<file path="config.mk">
export PLATFORM = sky130hd
export DESIGN_NAME = gcd_engine
export DESIGN_NICKNAME = d
export VERILOG_FILES = /design/src/rtl/gcd_pkg.sv /design/src/rtl/gcd_step.sv /design/src/rtl/gcd_engine.sv
export SDC_FILE = /design/constraint.sdc
export NUM_CORES = 1
export LEC_CHECK = 0
export BUFFER_PORTS_ARGS = -buffer_cell sky130_fd_sc_hd__buf_2
export CORE_MARGIN = 2
export CORE_UTILIZATION = 63
export CTS_BUF_LIST = sky130_fd_sc_hd__clkbuf_2
export DETAILED_ROUTE_END_ITERATION = 10
export GPL_TIMING_DRIVEN = 1
export PLACE_DENSITY = 0.86
export RECOVER_POWER = 50
export SKIP_LAST_GASP = 1
export SLEW_MARGIN = 0
export SYNTH_ARGS = -nofsm -noshare
export SYNTH_HDL_FRONTEND = slang
export SYNTH_SLANG_ARGS = --single-unit
</file>
<file path="constraint.sdc">
create_clock -name clk -period 7.3 [get_ports clk]
set_input_delay 1.46 -clock clk [delete_from_list [all_inputs] [get_ports clk]]
set_output_delay 1.46 -clock clk [all_outputs]
set_load 0.005 [all_outputs]
</file>
<file path="src/rtl/gcd_pkg.sv">
// Shared types and helpers for the GCD engine.
//   state_t : controller states (IDLE / CALC / DONE)
//   sat_inc : increment that sticks at the all-ones value of a given width
package gcd_pkg;

  typedef enum logic [1:0] {
    IDLE = 2'd0,
    CALC = 2'd1,
    DONE = 2'd2
  } state_t;

  // Saturating increment for a w-bit counter (w <= 64). The caller sizes the
  // result back down to its own width.
  function automatic logic [63:0] sat_inc(input logic [63:0] v, input int w);
    logic [63:0] max;
    max = (w >= 64) ? '1 : ((64'd1 << w) - 64'd1);
    return (v >= max) ? max : v + 64'd1;
  endfunction

endpackage

</file>
<file path="src/rtl/gcd_step.sv">
// One subtractive-Euclid step, purely combinational.
//   a, b    : current operands (unsigned, WIDTH bits)
//   eq      : a == b (algorithm finished, result is a)
//   a_gt_b  : a > b
//   next_a  : a - b when a > b, else a
//   next_b  : b - a when b > a, else b
// Larger minus smaller only, so the subtract never wraps.
module gcd_step #(
  parameter int WIDTH = 16
) (
  input  logic [WIDTH-1:0] a,
  input  logic [WIDTH-1:0] b,
  output logic             eq,
  output logic             a_gt_b,
  output logic [WIDTH-1:0] next_a,
  output logic [WIDTH-1:0] next_b
);

  assign eq     = (a == b);
  assign a_gt_b = (a > b);
  assign next_a = a_gt_b ? (a - b) : a;
  assign next_b = (!a_gt_b && !eq) ? (b - a) : b;

endmodule

</file>
<file path="src/rtl/gcd_engine.sv">
// Subtractive-Euclid GCD engine with valid/ready on both sides.
//   clk, rst            : clock, synchronous active-high reset
//   in_valid/in_ready   : operand handshake (ready only while idle)
//   in_a, in_b          : unsigned operands
//   out_valid/out_ready : result handshake (valid only while done)
//   out_gcd, out_iters  : registered result and saturating subtract count
//   busy                : high while iterating
// A zero operand short-circuits straight to the result (a|b, 0 iterations).
module gcd_engine
  import gcd_pkg::*;
#(
  parameter int WIDTH = 16,
  parameter int CNT_W = 16
) (
  input  logic             clk,
  input  logic             rst,
  input  logic             in_valid,
  output logic             in_ready,
  input  logic [WIDTH-1:0] in_a,
  input  logic [WIDTH-1:0] in_b,
  output logic             out_valid,
  input  logic             out_ready,
  output logic [WIDTH-1:0] out_gcd,
  output logic [CNT_W-1:0] out_iters,
  output logic             busy
);

  state_t            state, state_nx;
  logic [WIDTH-1:0]  a, b;
  logic [CNT_W-1:0]  cnt;
  logic              eq, a_gt_b;
  logic [WIDTH-1:0]  next_a, next_b;
  logic              zero_in;

  assign zero_in = (in_a == '0) || (in_b == '0);

  gcd_step #(.WIDTH(WIDTH)) u_step (
    .a      (a),
    .b      (b),
    .eq     (eq),
    .a_gt_b (a_gt_b),
    .next_a (next_a),
    .next_b (next_b)
  );

  // Next state and handshake/status decode straight from the state register.
  always_comb begin
    state_nx  = state;
    in_ready  = 1'b0;
    out_valid = 1'b0;
    busy      = 1'b0;
    case (state)
      IDLE: begin
        in_ready = 1'b1;
        if (in_valid) state_nx = zero_in ? DONE : CALC;
      end
      CALC: begin
        busy = 1'b1;
        if (eq) state_nx = DONE;
      end
      DONE: begin
        out_valid = 1'b1;
        if (out_ready) state_nx = IDLE;
      end
      default: state_nx = IDLE;
    endcase
  end

  always_ff @(posedge clk) begin
    if (rst) begin
      state     <= IDLE;
      a         <= '0;
      b         <= '0;
      cnt       <= '0;
      out_gcd   <= '0;
      out_iters <= '0;
    end else begin
      state <= state_nx;
      case (state)
        IDLE: if (in_valid) begin
          a   <= in_a;
          b   <= in_b;
          cnt <= '0;
          if (zero_in) begin
            out_gcd   <= in_a | in_b;
            out_iters <= '0;
          end
        end
        CALC: begin
          // Result registers only move on entry to DONE, so they stay
          // stable through DONE and after the handshake.
          if (eq) begin
            out_gcd   <= a;
            out_iters <= cnt;
          end else begin
            a   <= next_a;
            b   <= next_b;
            cnt <= CNT_W'(sat_inc(64'(cnt), CNT_W));
          end
        end
        default: ;
      endcase
    end
  end

endmodule

</file>
== Word level (Yosys, flattened, before mapping) ==
Index checks and enable logic that the tools add are counted.

* $lt $le $gt $ge: 2
* Eq/ne operators: 10
* Mux-type cells: 28
* Add/subtract/negate cells: 3
* Reduce and logical (&&, ||, !) cells: 13
* Bitwise gates (word level): 1

{| class="wikitable"
|+ Operator list
! kind !! count
|-
| $mux 16 || 15
|-
| $pmux 16 s2 || 5
|-
| $logic_not 16->1 || 2
|-
| $sub 16x16->16 || 2
|-
| $add 16x1->16 const B || 1
|-
| $eq 16x16->1 || 1
|-
| $ge 16x16->1 const B || 1
|-
| $gt 16x16->1 || 1
|-
| $or 16x16->16 || 1
|-
| $reduce_and 4->1 || 3
|-
| $mux 2 || 4
|-
| $ne 2x2->1 const B || 4
|-
| $ne 2x1->1 const B || 3
|-
| $pmux 2 s3 || 1
|-
| $reduce_and 3->1 || 2
|-
| $mux 1 || 3
|-
| $eq 2x1->1 const B || 1
|-
| $eq 2x2->1 const B || 1
|-
| $logic_not 1->1 || 2
|-
| $logic_not 2->1 || 1
|-
| $reduce_bool 2->1 || 1
|-
| $logic_and 1x1->1 || 1
|-
| $logic_or 1x1->1 || 1
|}

* Output and inout port bits: 35
* Word-level logic and storage cells: 63
* Bits in registers: 82
* Input port bits: 36

== Longest topological paths before layout ==
* Depth after elaboration: 6
* Gate-level depth with buffers: 11
* Mapped depth without buffers: 9

== Modules after synthesis ==
A second synthesis with hierarchy kept.

* Cell total of the unflattened synthesis: 768
* Area, all modules: 5846.9 sq um

{| class="wikitable"
|+ By module, submodules not included
! module !! area an instance (sq um) !! sequential area each (sq um) !! instances !! cells each
|-
| gcd_engine || 3736.1 || 1641.6 || 1 || 471
|-
| gcd_step || 2110.8 || 0.0 || 1 || 297
|}

== Least setup slack after synthesis ==
OpenSTA, ideal clock, no wires.

* Path kind: in2reg
* Start point: input port in_a[7]
* End point: register out_gcd[8]
* Required time: 7.230 ns
* Path buffers: 1
* Arrival: 2.692 ns
* Stages: 7
* Setup slack: 4.538 ns
* Library setup time: 0.070 ns
* Cell sequence: nor4_1 > nand4_1 > a21boi_0 > o21a_2 > buf_2 > o311ai_0 > a21oi_1

* Longest elaborated chain between the ends: 4

{| class="wikitable"
|+ Ends and longest elaborated chain
! item !! line !! text
|-
| start: declaration || gcd_engine.sv:19 || <nowiki>input logic [WIDTH-1:0] in_a,</nowiki>
|-
| $logic_not 16->1 || gcd_engine.sv:35 || <nowiki>assign zero_in = (in_a == '0) || (in_b == '0);</nowiki>
|-
| $logic_or 1x1->1 || gcd_engine.sv:35 ||
|-
| $ne 2x2->1 (no source line) || n/a ||
|-
| $reduce_and 4->1 (no source line) || n/a ||
|-
| end signal: assignment || gcd_engine.sv:85 || <nowiki>out_gcd <= in_a | in_b;</nowiki>
|-
| end: declaration || gcd_engine.sv:23 || <nowiki>output logic [WIDTH-1:0] out_gcd,</nowiki>
|}

No other way between the ends.
A chain may end at the register's enable or synchronous reset.

== Worst setup path in the final report ==
* Start point: register state[0]
* End point: register a[0]

* Longest elaborated chain between the ends: 3
* Elaborated cells between the ends (all ways): 8
* Those cells by class: 4 x eq/ne; 1 x mux; 3 x reduce/logical

{| class="wikitable"
|+ Ends and longest elaborated chain
! item !! line !! text
|-
| start: declaration || gcd_engine.sv:28 || <nowiki>state_t state, state_nx;</nowiki>
|-
| start signal: assignment || gcd_engine.sv:78 || <nowiki>state <= state_nx;</nowiki>
|-
| $eq 2x1->1 or $logic_not 2->1 (tied branches) || gcd_engine.sv:79 || <nowiki>case (state)</nowiki>
|-
| $ne 2x2->1 (no source line) (tied with other cells) || n/a ||
|-
| $reduce_and 4->1 (no source line) || n/a ||
|-
| end signal: assignment || gcd_engine.sv:81 || <nowiki>a <= in_a;</nowiki>
|-
| end signal: assignment || gcd_engine.sv:96 || <nowiki>a <= next_a;</nowiki>
|-
| end: declaration || gcd_engine.sv:29 || <nowiki>logic [WIDTH-1:0] a, b;</nowiki>
|}

Several ways; a longest one is shown, not always the timed one.

==> out/qor.yml <==
cpPeakStageDelay_ps: 2100
n_antenna_cell: 0
r2r_start: "state[0]"
vias: 6456
grt_use_total: 0.395
worst-endpoint-required_ps: 7830
highest_layer: "met4"
arrival_ps: 5660
setup_tns_ps: 0
p_sw_w: 0.00150
p_int_w: 0.00120
yosysSeqAreaShare: 0.288
synth_edf_count: 0
synth_area_um2: 5710
synth_cell_types: 71
post-synth-top-count-cell: "nand2_1"
final-seq-area_um2: 1640
dieArea_um2: 9840
postPlaceCellArea_um2: 6010
synth_largest_area_cell: "dfxtp_1"
ys_warn_count: 0
path_clk_slew_ps: 290
start_util: 0.651
startpoint_type: "flip-flop"
drc: 0
io_buffers: 70
coreArea_um2: 8760
pwr-share-comb: 0.683
yosys_register_bits: 82
post-dp-hpwl_um: 13900
min_period_ps: 5130
min_delay_path_depth: 2
syn2layout_area_growth_pct: 6.07
path_cells: "nand2b_1, buf_4, inv_2, buf_4, o41ai_1, clkbuf_1, o21ai_0, o221ai_1, a21oi_1"
grt-ovfl-total: 0
drive_gt1_frac: 0.118
antenna_found_initial: 0
synth_area_per_cell_um2: 7.56
switching_share: 0.556
gp_congestion: 0.979
cp_num_buf_inv: 4
synthCells: 755
hp-start: "out_iters[9]"
final_hold_viol_count: 0
die_h_um: 99.2
skew_ps: 43.8
powerDensity_nw_per_um2: 447
vias_per_cell: 7.13
wl_met1_um: 7550
crit_slowest_cell: "o21ai_0"
setup_viol: 0
period_share: 0.702
hold_class: "flip-flop to flip-flop"
cts_sinks: 82
worst_pin_slew_ps: 2610
crit_family: "compound AO/OA/AOI/OAI gates"
totalWireLength_um: 19700
ff2ff_path_depth: 9
dr_wl_met2_um: 8730
multi_input_area_um2: 3650
status: "complete, but fails checks"
num_rows: 34
drt_iter0_markers: 916
grt_pass1_vias: 5757
endpoint_kind: "flip-flop"
met3_length_um: 2530
design_area_um2: 6050
max_freq_mhz: 195
die_x_um: 99.2
crit_cells: 9
critical_path_class: "flip-flop to flip-flop"
violations: "capacitance limit, slew limit"
cts_hold_buffers: 0
cts.repair.resized: 0
ios: 71
grt_first_pass_wirelength_um: 30700
maxSlewViolCount: 16
startpoint: "state[0]"
cts_buffer_depth: 2
h-tree-depth: 3
synth_top_area_frac: 0.288
synth_area_leaders: "dfxtp_1 (29%), ha_1 (7.0%), nand2_1 (6.8%), a21oi_1 (6.7%), nor3_1 (3.9%)"
fin_nets: 863
synthFlopType: "dfxtp_1"
p_seq_frac: 0.225
post_cts_buffers: 0
p_leak_nw: 2.28
ir_drop_uv: 279
clock_latency_ps: 600
synth_async_sr_flop_share: 0
p_clk_frac: 0.092
relSlewSlack: -0.760
grt_max_degree: 75
fillers: 803
drv_cap: 1
cts_tree: "done"
syn_nets: 825
crit_top_cell: "buf_4"
cp_max_fo: 74
drtAntennaViolNets: 0
wl_per_cell_um: 21.8
synth_common_cells: "nand2_1 (104), dfxtp_1 (82), a21oi_1 (76), nor2_1 (46)"
firstDrtPassIters: 6
clock-root-buffer: "clkbuf_2"
rsz0062_at_grt: "false"
cts_made_buffers: 9
==> path summary, 6_finish.rpt <==
path              slack [ps]      endpoint
hold / removal           470  out_iters[9]
hold reg to reg          470  out_iters[9]
setup / recovery        2170          a[0]
setup reg to reg        2170          a[0]
==> worst min-delay path, stage by stage, from the launching register on <==
cell,delay (ps)
dfxtp_1,380
nand2_1,50
a21oi_1,50
==> layout by cell type (no fill, tap or decap), types with 10 or more instances in the layout <==
cell,n
ha_1,32
clkbuf_1,15
nand4_1,12
nand2_1,104
dfxtp_1,82
buf_2,55
inv_1,35
o21ai_0,45
nand3_1,28
a311oi_1,22
nor3_1,44
or3_1,11
a21oi_1,77
o311ai_0,15
o21a_1,11
nor2_1,47
clkbuf_2,10
==> flip-flops by register name, indices dropped and copies added (netlist names) <==
register / cells
a: 16
b: 16
cnt: 16
out_gcd: 16
out_iters: 16
state: 2
==> area by class of cell <==
cell class	count	share of cell area
clock buffers	9	0.00744
clock inverters	7	0.00992
inverters	37	0.0229
multi-input cells	586	0.603
flip-flops and latches	82	0.271
well taps	108	0.0223
repair buffers	77	0.0630
==> logic make-up after synthesis <==
family | Yosys count | synth area share
buffers and inverters | 87 | 0.0656
adder cells (fa/ha/maj) | 34 | 0.0772
XOR/XNOR | 7 | 0.0107
AND/OR/NAND/NOR | 295 | 0.252
flip-flops | 82 | 0.288
multiplexers | 7 | 0.0129
AO/OA/AOI/OAI | 243 | 0.294
==> stage by stage <==
| step | cells | total power, W | hold WS [ps] | setup WS (ps) | util |
|---|---|---|---|---|---|
| 2_1_floorplan | 755 | 0.00194 | 448 | 4540 | - |
| 3_3_place_gp | 890 | 0.00236 | 437 | 3720 | 0.686 |
| 3_5_place_dp | 890 | 0.00240 | 441 | 3600 | 0.686 |
| 4_1_cts | 906 | 0.00264 | 470 | 3410 | 0.698 |
| 5_1_grt | 906 | 0.00285 | 489 | 2020 | 0.691 |
| 6_report | 906 | 0.00270 | 468 | 2170 | 0.691 |
==> power groups by stage <==
stage          combinational [W]  clock [W]  sequential (W)
2_1_floorplan            0.00135          0        0.000597
3_3_place_gp             0.00175          0        0.000609
3_5_place_dp             0.00178          0        0.000614
4_1_cts                  0.00179   0.000246        0.000605
5_1_grt                  0.00197   0.000267        0.000617
6_report                 0.00185   0.000249        0.000609
==> metal layers <==
metal / GRT usage / vias up
met1: 0.535 / 2993
met2: 0.617 / 517
met5: 0 / -
li1: - / 2859
met4: 0.165 / 0
met3: 0.0808 / 87
(Power assumes the default switching activity.)
